### src/rtl/mem_access_stage.sv
// ---------------------------------------------------------------------------
// mem_access_stage
//   Memory-access stage that sits directly upstream of writeback.
//   It executes LD / LDI / ST / STI against the data-memory port using a
//   req/ack handshake. The indirect forms (LDI/STI) use two memory phases:
//   first a pointer fetch, then one idle cycle, then the real access.
//   The load result is presented on memout and held until the next load
//   completes.
//
//   Optional feature: define MEMACC_TIMEOUT_EN to add a per-phase ack
//   timeout. A phase that waits TIMEOUT_CYC cycles without mem_ack is
//   aborted, loads return 16'hDEAD, and err is set until the next accepted
//   start. Without the macro, err is tied low and the stage waits forever.
//
// Ports
//   clock, reset   single clock; asynchronous active-high reset
//   start          request a new op (sampled only while busy=0)
//   mem_op         0=LD 1=LDI 2=ST 3=STI, sampled with start
//   addr, st_data  effective address and store data, sampled with start
//   busy           high in every state except IDLE
//   done           one-cycle completion pulse
//   memout         last load result
//   mem_req/mem_we/mem_addr/mem_wdata   memory request, held until acked
//   mem_ack/mem_rdata                   memory response
//   err            ack-timeout flag (MEMACC_TIMEOUT_EN only)
// ---------------------------------------------------------------------------
module mem_access_stage #(
   parameter int DATA_W      = 16,
   parameter int ADDR_W      = 16,
   parameter int TIMEOUT_CYC = 15
) (
   input  logic              clock,
   input  logic              reset,
   input  logic              start,
   input  logic [1:0]        mem_op,
   input  logic [ADDR_W-1:0] addr,
   input  logic [DATA_W-1:0] st_data,
   output logic              busy,
   output logic              done,
   output logic [DATA_W-1:0] memout,
   output logic              mem_req,
   output logic              mem_we,
   output logic [ADDR_W-1:0] mem_addr,
   output logic [DATA_W-1:0] mem_wdata,
   input  logic              mem_ack,
   input  logic [DATA_W-1:0] mem_rdata,
   output logic              err
);

   if (TIMEOUT_CYC < 1) begin : g_bad_timeout
      $error("mem_access_stage: TIMEOUT_CYC must be at least 1");
   end

   localparam logic [1:0] OP_LD = 2'd0;

   typedef enum logic [2:0] {
      S_IDLE,
      S_RD1,
      S_GAP,
      S_RD2,
      S_WR,
      S_DONE
   } state_t;

   state_t            state;
   state_t            next_state;
   logic [1:0]        op_q;     // bit1 = store, bit0 = indirect
   logic [ADDR_W-1:0] ptr_q;
   logic              accept;
   logic              in_phase;
   logic              load_done;
   logic              timeout;
   logic              busy_nxt;
   logic              done_nxt;
   logic              req_nxt;
   logic              we_nxt;

   assign accept    = (state == S_IDLE) && start;
   assign in_phase  = (state == S_RD1) || (state == S_RD2) || (state == S_WR);
   assign load_done = mem_ack &&
                      (((state == S_RD1) && (op_q == OP_LD)) || (state == S_RD2));

`ifdef MEMACC_TIMEOUT_EN
   localparam int CNT_W = $clog2(TIMEOUT_CYC + 1);

   logic [CNT_W-1:0] wait_cnt;

   // The cycle that would be the TIMEOUT_CYC-th unacknowledged wait aborts the phase.
   assign timeout = in_phase && !mem_ack && (wait_cnt == CNT_W'(TIMEOUT_CYC - 1));

   always_ff @(posedge clock or posedge reset) begin
      if (reset) begin
         wait_cnt <= '0;
         err      <= 1'b0;
      end else begin
         if (next_state != state)
            wait_cnt <= '0;
         else if (in_phase && !mem_ack)
            wait_cnt <= wait_cnt + CNT_W'(1);
         if (accept)
            err <= 1'b0;
         else if (timeout)
            err <= 1'b1;
      end
   end
`else
   assign timeout = 1'b0;
   assign err     = 1'b0;
`endif

   // State register
   always_ff @(posedge clock or posedge reset) begin
      if (reset)
         state <= S_IDLE;
      else
         state <= next_state;
   end

   // Next-state logic
   always_comb begin
      next_state = state;
      case (state)
         S_IDLE: begin
            if (start)
               next_state = (mem_op == 2'd2) ? S_WR : S_RD1;
         end
         S_RD1: begin
            if (mem_ack)
               next_state = (op_q == OP_LD) ? S_DONE : S_GAP;
            else if (timeout)
               next_state = S_DONE;
         end
         S_GAP:   next_state = op_q[1] ? S_WR : S_RD2;
         S_RD2,
         S_WR: begin
            if (mem_ack || timeout)
               next_state = S_DONE;
         end
         S_DONE:  next_state = S_IDLE;
         default: next_state = S_IDLE;
      endcase
   end

   // Output decode from the next state so every output leaves a flop
   always_comb begin
      busy_nxt = (next_state != S_IDLE);
      done_nxt = (next_state == S_DONE);
      req_nxt  = (next_state == S_RD1) || (next_state == S_RD2) || (next_state == S_WR);
      we_nxt   = (next_state == S_WR);
   end

   always_ff @(posedge clock or posedge reset) begin
      if (reset) begin
         busy      <= 1'b0;
         done      <= 1'b0;
         mem_req   <= 1'b0;
         mem_we    <= 1'b0;
         memout    <= '0;
         mem_addr  <= '0;
         mem_wdata <= '0;
      end else begin
         busy    <= busy_nxt;
         done    <= done_nxt;
         mem_req <= req_nxt;
         mem_we  <= we_nxt;
         // mem_wdata doubles as the latched store data for the STI write phase
         if (accept) begin
            mem_addr  <= addr;
            mem_wdata <= st_data;
         end else if (state == S_GAP) begin
            mem_addr <= ptr_q;
         end
         if (load_done)
            memout <= mem_rdata;
         else if (timeout && !op_q[1])
            memout <= DATA_W'(16'hDEAD);
      end
   end

   // Operation latch and indirect pointer; not reset, only read outside IDLE
   always_ff @(posedge clock) begin
      if (accept)
         op_q <= mem_op;
      if ((state == S_RD1) && mem_ack)
         ptr_q <= mem_rdata[ADDR_W-1:0];
   end

endmodule

### config.mk
export PLATFORM = sky130hd
export DESIGN_NAME = mem_access_stage
export DESIGN_NICKNAME = d
export VERILOG_FILES = /design/src/rtl/mem_access_stage.sv
export SDC_FILE = /design/constraint.sdc
export NUM_CORES = 1
export LEC_CHECK = 0
export ABC_AREA = 1
export CAP_MARGIN = 20
export CORE_UTILIZATION = 41
export DETAILED_ROUTE_END_ITERATION = 10
export GPL_ROUTABILITY_DRIVEN = 0
export PLACE_DENSITY = 0.8
export SYNTH_ARGS = -nofsm -noshare
export SYNTH_HDL_FRONTEND = slang
export SYNTH_SLANG_ARGS = --single-unit
### constraint.sdc
create_clock -name clock -period 1.8 [get_ports clock]
set_input_delay 0.54 -clock clock [delete_from_list [all_inputs] [get_ports clock]]
set_output_delay 0.54 -clock clock [all_outputs]
set_load 0.01 [all_outputs]
==> results of run 1 <==
## area by class of cell
cell class | instances | share of cell area, %
Clock buffer | 10 | 3.27
Timing Repair Buffer | 116 | 27.8
Tap cell | 99 | 2.72
Sequential cell | 73 | 42.1
Multi-Input combinational cell | 187 | 19.0
Clock inverter | 6 | 1.02
Inverter | 49 | 4.12
## Yosys cell counts, types with 2 or more instances
cell type,count,area share (%)
o21ai_0,8,1.3
buf_2,6,0.98
nand2_1,115,14
inv_1,45,5.5
nor2_4,3,1.1
nand3_1,23,3.8
nand2_2,2,0.41
o21ai_1,16,2.6
dfrtp_1,55,45
o21ai_2,9,2.6
inv_2,4,0.49
edfxtp_1,18,18
buf_6,5,1.8
nor2_1,8,0.98
## cell usage in the layout, fill, tap and decap left out
cell / netlist / routed
a22oi_4: 1 / 1
nor2_4: 3 / 3
clkinvlp_4: 0 / 2
nand3_1: 23 / 23
clkinv_1: 0 / 1
clkbuf_8: 0 / 9
conb_1: 1 / 1
inv_2: 4 / 4
inv_1: 45 / 44
edfxtp_1: 18 / 18
inv_6: 0 / 4
clkbuf_16: 0 / 1
nand2_2: 2 / 2
buf_4: 1 / 6
dlygate4sd2_1: 0 / 8
o21ai_1: 16 / 16
nand2_1: 115 / 115
nor2_1: 8 / 8
clkdlybuf4s50_1: 0 / 65
o21ai_2: 9 / 9
o21ai_0: 8 / 8
buf_12: 0 / 5
dlymetal6s2s_1: 0 / 32
nor2_8: 1 / 1
dfrtp_1: 55 / 55
## registers in the layout, indices dropped and copies added, names as in the netlist, 2 cells and up
register	count
mem_addr	16
mem_wdata	16
state	3
memout	16
ptr_q	16
op_q	2
## worst max-delay path by stage
stage | startpoint | end | depth (start not counted)
6_report | mem_wdata[2] | mem_wdata[2] | 1
5_1_grt | mem_wdata[2] | mem_wdata[2] | 1
4_1_cts | memout[15] | memout[15] | 1
3_5_place_dp | mem_ack | memout[13] | 7
3_3_place_gp | start | mem_addr[10] | 7
2_1_floorplan | state[2] | memout[1] | 7
## worst min-delay path, cell delays in order (launching register included)
cell	delay (ps)
dfrtp_1	340
nand2_1	50
nand2_1	50
## repair_timing
| item | 4_1_cts | 5_1_grt |
|---|---|---|
| setup endpoints to repair | 8 | 32 |
| resized for setup | 8 | 32 |
| buffers inserted | 0 | 0 |
## power groups by stage
| stage | Clock (mW) | Sequential (mW) | Combinational, mW |
|---|---|---|---|
| final | 1.24 | 2.73 | 3.14 |
| after global routing | 1.35 | 2.80 | 3.51 |
| after CTS | 1.28 | 2.74 | 3.27 |
| after detailed placement | 0 | 2.77 | 3.32 |
| after global placement | 0 | 2.76 | 3.22 |
| after floorplan | 0 | 2.99 | 1.46 |
## cells by family after synthesis
| group | count (synthesis) | share of synthesized area (%) |
|---|---|---|
| AND/OR/NAND/NOR | 152 | 21.0 |
| AO/OA/AOI/OAI | 34 | 7.19 |
| buffers and inverters | 61 | 9.07 |
| flip-flops | 73 | 62.6 |
| other | 1 | 0.122 |
## per-layer routing
metal / wire (um) / GRT usage [%] / up-vias
met1: 3090 / 23.0 / 1144
li1: - / - / 1224
met2: 3250 / 30.3 / 80
met3: 373 / 4.29 / 11
met5: 0 / 0 / -
met4: 110 / 8.21 / 0
==> results.py, run 1 <==
metrics = {
    "outcome": {
        "outcome": "complete, no violations",
    },
    "floorplan": {
        "dieArea_mm2": 0.00782,
        "fp-row-count": 31,
        "die_x_um": 88.4,
        "ioPinCount": 107,
        "coreArea_mm2": 0.00725,
        "initial_utilization_pct": 42.2,
        "die_h_um": 88.4,
    },
    "hold_path": {
        "hold_end": "mem_wdata[13]",
        "hold_class": "register to register",
        "whs_path_depth": 2,
        "holdCritStartpoint": "mem_wdata[13]",
    },
    "placed_design": {
        "port_buffers": 105,
        "postPlaceCellArea_mm2": 0.00429,
        "post-dp-hpwl_um": 4960,
        "pre_cts_slack_ps": -57.8,
        "placedCellCount": 524,
    },
    "grt": {
        "grt_pass1_wl_um": 10700,
        "antenna_found_initial": 0,
        "grt_usage_pct": 18.3,
        "grt_max_degree": 56,
        "overflow": 0,
        "grt_pass1_vias": 2348,
    },
    "setup_path": {
        "crit_path_start_kind": "register",
        "worst-r2r-setup-slack_ps": 320,
        "r2r-start": "op_q[1]",
        "critPathCaptureType": "output port",
        "cpPeakStageDelay_ps": 540,
        "rr_endpoint": "mem_we",
        "crit_path_top_delay_cell": "clkdlybuf4s50_1",
        "crit_required_ps": 1260,
        "critical_path.max_fanout": 2,
        "worst-path-buf-inv": 1,
        "r2r.worst_path.cells": 7,
        "arrival_ps": 1230,
        "critPathTopFamily": "buffers and inverters",
        "path_class": "register to output port",
        "crit_chain": "clkdlybuf4s50_1",
    },
    "power": {
        "swShare_pct": 36.2,
        "vdd_drop_max_uv": 765,
        "p_total_mw": 7.12,
        "clkPwrFrac_pct": 17.5,
        "p_comb_share_pct": 44.1,
        "p_sw_mw": 2.57,
        "p_leak_nw": 2.51,
        "power_frac_seq_pct": 38.4,
        "p_per_area_mw_per_mm2": 1560,
        "cell_internal_pwr_mw": 4.54,
    },
    "timing": {
        "tns_ps": 0,
        "setup_slack_ps": 25.3,
        "drv_slew": 0,
        "fin_hold_ws_ps": 467,
        "setup_violations": 0,
        "skew_ps": 14.4,
        "fmax_mhz": 563,
        "fin_crit_ps": 1770,
        "min_period_over_period_pct": 98.6,
        "final_hold_viol_count": 0,
    },
    "synth": {
        "synthFlopType": "dfrtp_1",
        "ys_ff_latch": 73,
        "yosys_warnings": 0,
        "synth_edf_count": 18,
        "syn_nets": 375,
        "synth.avg_cell_area_um2": 9.54,
        "ys_seq_area_share_pct": 62.6,
        "synth-async-reset-ratio_pct": 75.3,
        "synth.distinct_cells": 18,
        "synthCells": 321,
        "netlist_area_mm2": 0.00306,
    },
    "flow_run": {
        "maxCapViolCount": 0,
    },
    "clock_network": {
        "cts_buffers": 9,
        "cts_hold_buf": 0,
        "cts_tree": "built",
        "clk_pin_slew_ps": 80,
        "clk_latency_ps": 340,
        "cts_root_buf": "clkbuf_8",
        "cts.sinks": 73,
        "cts_htree_levels": 3,
        "clock_path_buffers": 2,
    },
    "final_layout": {
        "fin_area_mm2": 0.00456,
        "post-route-util_pct": 62.8,
        "area_delta_synth_final_pct": 48.8,
        "multiInputGateArea_um2": 867,
        "nNetsFinal": 490,
        "fillers": 597,
        "diodes": 0,
        "drive_gt1_share_pct": 10.7,
        "regArea_mm2": 0.00192,
        "fin_cells": 540,
    },
    "routing": {
        "wirelength_um": 6820,
        "drt-pass1-iter-count": 4,
        "drt-wirelength-per-cell_um": 12.6,
        "drc": 0,
        "drtAntennaViolNets": 0,
        "via_per_inst": 4.55,
        "num_vias": 2459,
        "dr.first_iter.drc_count": 137,
    },
}
Power figures use the tool's default switching activity.
==> inputs of run 2 (changes only) <==
--- a/config.mk
+++ b/config.mk
@@ -7,10 +7,10 @@
 export LEC_CHECK = 0
 export ABC_AREA = 1
 export CAP_MARGIN = 20
-export CORE_UTILIZATION = 41
+export CORE_UTILIZATION = 34
 export DETAILED_ROUTE_END_ITERATION = 10
 export GPL_ROUTABILITY_DRIVEN = 0
-export PLACE_DENSITY = 0.8
+export PLACE_DENSITY = 0.75
 export SYNTH_ARGS = -nofsm -noshare
 export SYNTH_HDL_FRONTEND = slang
 export SYNTH_SLANG_ARGS = --single-unit
==> run 2 against run 1 <==
- die area up 20%
- fmax up 0.80%
- utilization down 10 points
- first-iteration DRC count down 43%
- worst hold slack better by 6.2 ps
- critical path depth unchanged
- sequential power about the same
- total power up 1.5%
- cell count up 1.7%
- clock power up 9.7%
- wire length up 8.0%
- largest cell class unchanged
- largest power group unchanged
==> results.py, run 2 (synthesis results as in run 1) <==
metrics = {
    "placed_design": {
        "postPlaceCellArea_mm2": 0.00432,
        "pre_cts_slack_ps": -64.9,
        "post-dp-hpwl_um": 5380,
        "port_buffers": 105,
    },
    "final_layout": {
        "post-route-util_pct": 52.3,
        "multiInputGateArea_um2": 867,
        "final_common_cell": "nand2_1",
        "area_delta_synth_final_pct": 49.1,
        "nNetsFinal": 490,
        "layout_common_cells": "115 x nand2_1, 60 x clkdlybuf4s50_1, 55 x dfrtp_1",
        "diodes": 0,
        "fin_area_mm2": 0.00456,
        "fillers": 771,
        "drive_gt1_share_pct": 10.7,
        "regArea_mm2": 0.00192,
    },
    "power": {
        "clkPwrFrac_pct": 18.8,
        "p_sw_mw": 2.55,
        "p_per_area_mw_per_mm2": 1580,
        "power_frac_seq_pct": 37.9,
        "cell_internal_pwr_mw": 4.67,
        "p_comb_share_pct": 43.2,
        "swShare_pct": 35.4,
        "vdd_drop_max_uv": 665,
        "p_leak_nw": 2.48,
    },
    "grt": {
        "antenna_found_initial": 0,
        "grt_pass1_vias": 2576,
        "grt_max_degree": 56,
        "overflow": 0,
        "grt_pass1_wl_um": 12000,
        "grt_usage_pct": 16.3,
    },
    "floorplan": {
        "die_h_um": 96.9,
        "coreArea_mm2": 0.00872,
        "die_x_um": 96.9,
        "initial_utilization_pct": 35.1,
        "fp-row-count": 34,
        "ioPinCount": 107,
        "dieArea_mm2": 0.00939,
    },
    "clock_network": {
        "post_cts_buffers": 0,
        "clk_latency_ps": 340,
        "cts_tree": "built",
        "cts_buffers": 9,
        "clk_pin_slew_ps": 80,
        "clock_path_buffers": 2,
        "cts.sinks": 73,
        "cts_htree_levels": 3,
        "cts_root_buf": "clkbuf_8",
    },
    "setup_path": {
        "critPathTopFamily": "buffers and inverters",
        "crit_path_start_kind": "register",
        "cpPeakStageDelay_ps": 530,
        "worst-path-buf-inv": 1,
        "critical_path.max_fanout": 2,
        "r2r-start": "state[0]",
        "crit_path_top_delay_cell": "clkdlybuf4s50_1",
        "crit_required_ps": 1260,
        "path_depth": 1,
        "crit_path_end": "mem_addr[13]",
        "critPathCaptureType": "output port",
        "rr_endpoint": "mem_req",
        "arrival_ps": 1220,
        "crit_chain": "clkdlybuf4s50_1",
        "startpoint": "mem_addr[13]",
        "path_class": "register to output port",
        "worst-r2r-setup-slack_ps": 300,
        "r2r.worst_path.cells": 8,
    },
    "routing": {
        "num_vias": 2454,
        "drt-wirelength-per-cell_um": 13.4,
        "dr.first_iter.drc_count": 78,
        "wirelength_um": 7370,
        "drc": 0,
        "drt-pass1-iter-count": 4,
        "via_per_inst": 4.47,
        "drtAntennaViolNets": 0,
    },
    "timing": {
        "final_hold_viol_count": 0,
        "min_period_over_period_pct": 97.8,
        "fmax_mhz": 568,
        "tns_ps": 0,
        "setup_violations": 0,
        "rsz0062_at_grt": "false",
        "skew_ps": 11.8,
        "fin_hold_ws_ps": 473,
        "setup_slack_ps": 39.4,
        "drv_slew": 0,
        "fin_crit_ps": 1760,
    },
    "outcome": {
        "outcome": "complete, no violations",
    },
    "flow_run": {
        "maxCapViolCount": 0,
    },
    "hold_path": {
        "whs_path_depth": 2,
        "hold_class": "register to register",
    },
}
-- run 2: worst min-delay path by stage --
stage / start / to / slack, ps
after floorplan: mem_wdata[3] / mem_wdata[3] / 510
after global placement: mem_wdata[14] / mem_wdata[14] / 460
after detailed placement: mem_wdata[9] / mem_wdata[9] / 460
after CTS: mem_wdata[1] / mem_wdata[1] / 480
after global routing: memout[3] / memout[3] / 510
final: mem_wdata[1] / mem_wdata[1] / 470
-- run 2: routing by layer --
layer	global-route usage (%)	vias to the layer above	share of wire, %
li1	-	1220	-
met1	18.0	1153	41
met2	28.6	66	51
met3	4.62	15	5.7
met4	8.15	0	2.3
met5	0	-	0
-- run 2: cell type report --
type | instances | share of cell area, %
clock inverters | 6 | 1.84
inverters | 49 | 4.11
repair buffers | 116 | 27.3
multi-input cells | 187 | 19.0
well taps | 108 | 2.96
flip-flops and latches | 73 | 42.0
clock buffers | 10 | 2.80
-- run 2: power groups by stage --
stage	logic, mW	clock network, mW	registers [mW]
2_1_floorplan	1.46	0	2.99
3_3_place_gp	3.26	0	2.77
3_5_place_dp	3.37	0	2.78
4_1_cts	3.25	1.40	2.75
5_1_grt	3.45	1.48	2.81
6_report	3.12	1.36	2.74
-- run 2: through the flow --
stage | power (mW) | std cells
finish | 7.22 | 549
global route | 7.74 | 549
CTS | 7.40 | 549
detailed placement | 6.15 | 533
global placement | 6.04 | 533
floorplan | 4.46 | 321
-- run 2: what timing repair did --
item / in CTS / in global routing
gates resized for setup: 20 / 25
hold buffers: 0 / 0
endpoints found under the setup margin: 20 / 25
==> inputs of run 3 (changes only) <==
--- a/config.mk
+++ b/config.mk
@@ -10,6 +10,7 @@
 export CORE_UTILIZATION = 34
 export DETAILED_ROUTE_END_ITERATION = 10
 export GPL_ROUTABILITY_DRIVEN = 0
+export HOLD_SLACK_MARGIN = 0.1
 export PLACE_DENSITY = 0.75
 export SYNTH_ARGS = -nofsm -noshare
 export SYNTH_HDL_FRONTEND = slang
==> results of run 3 <==
No change in the layout: final DEF, timing and power equal those of run 2.
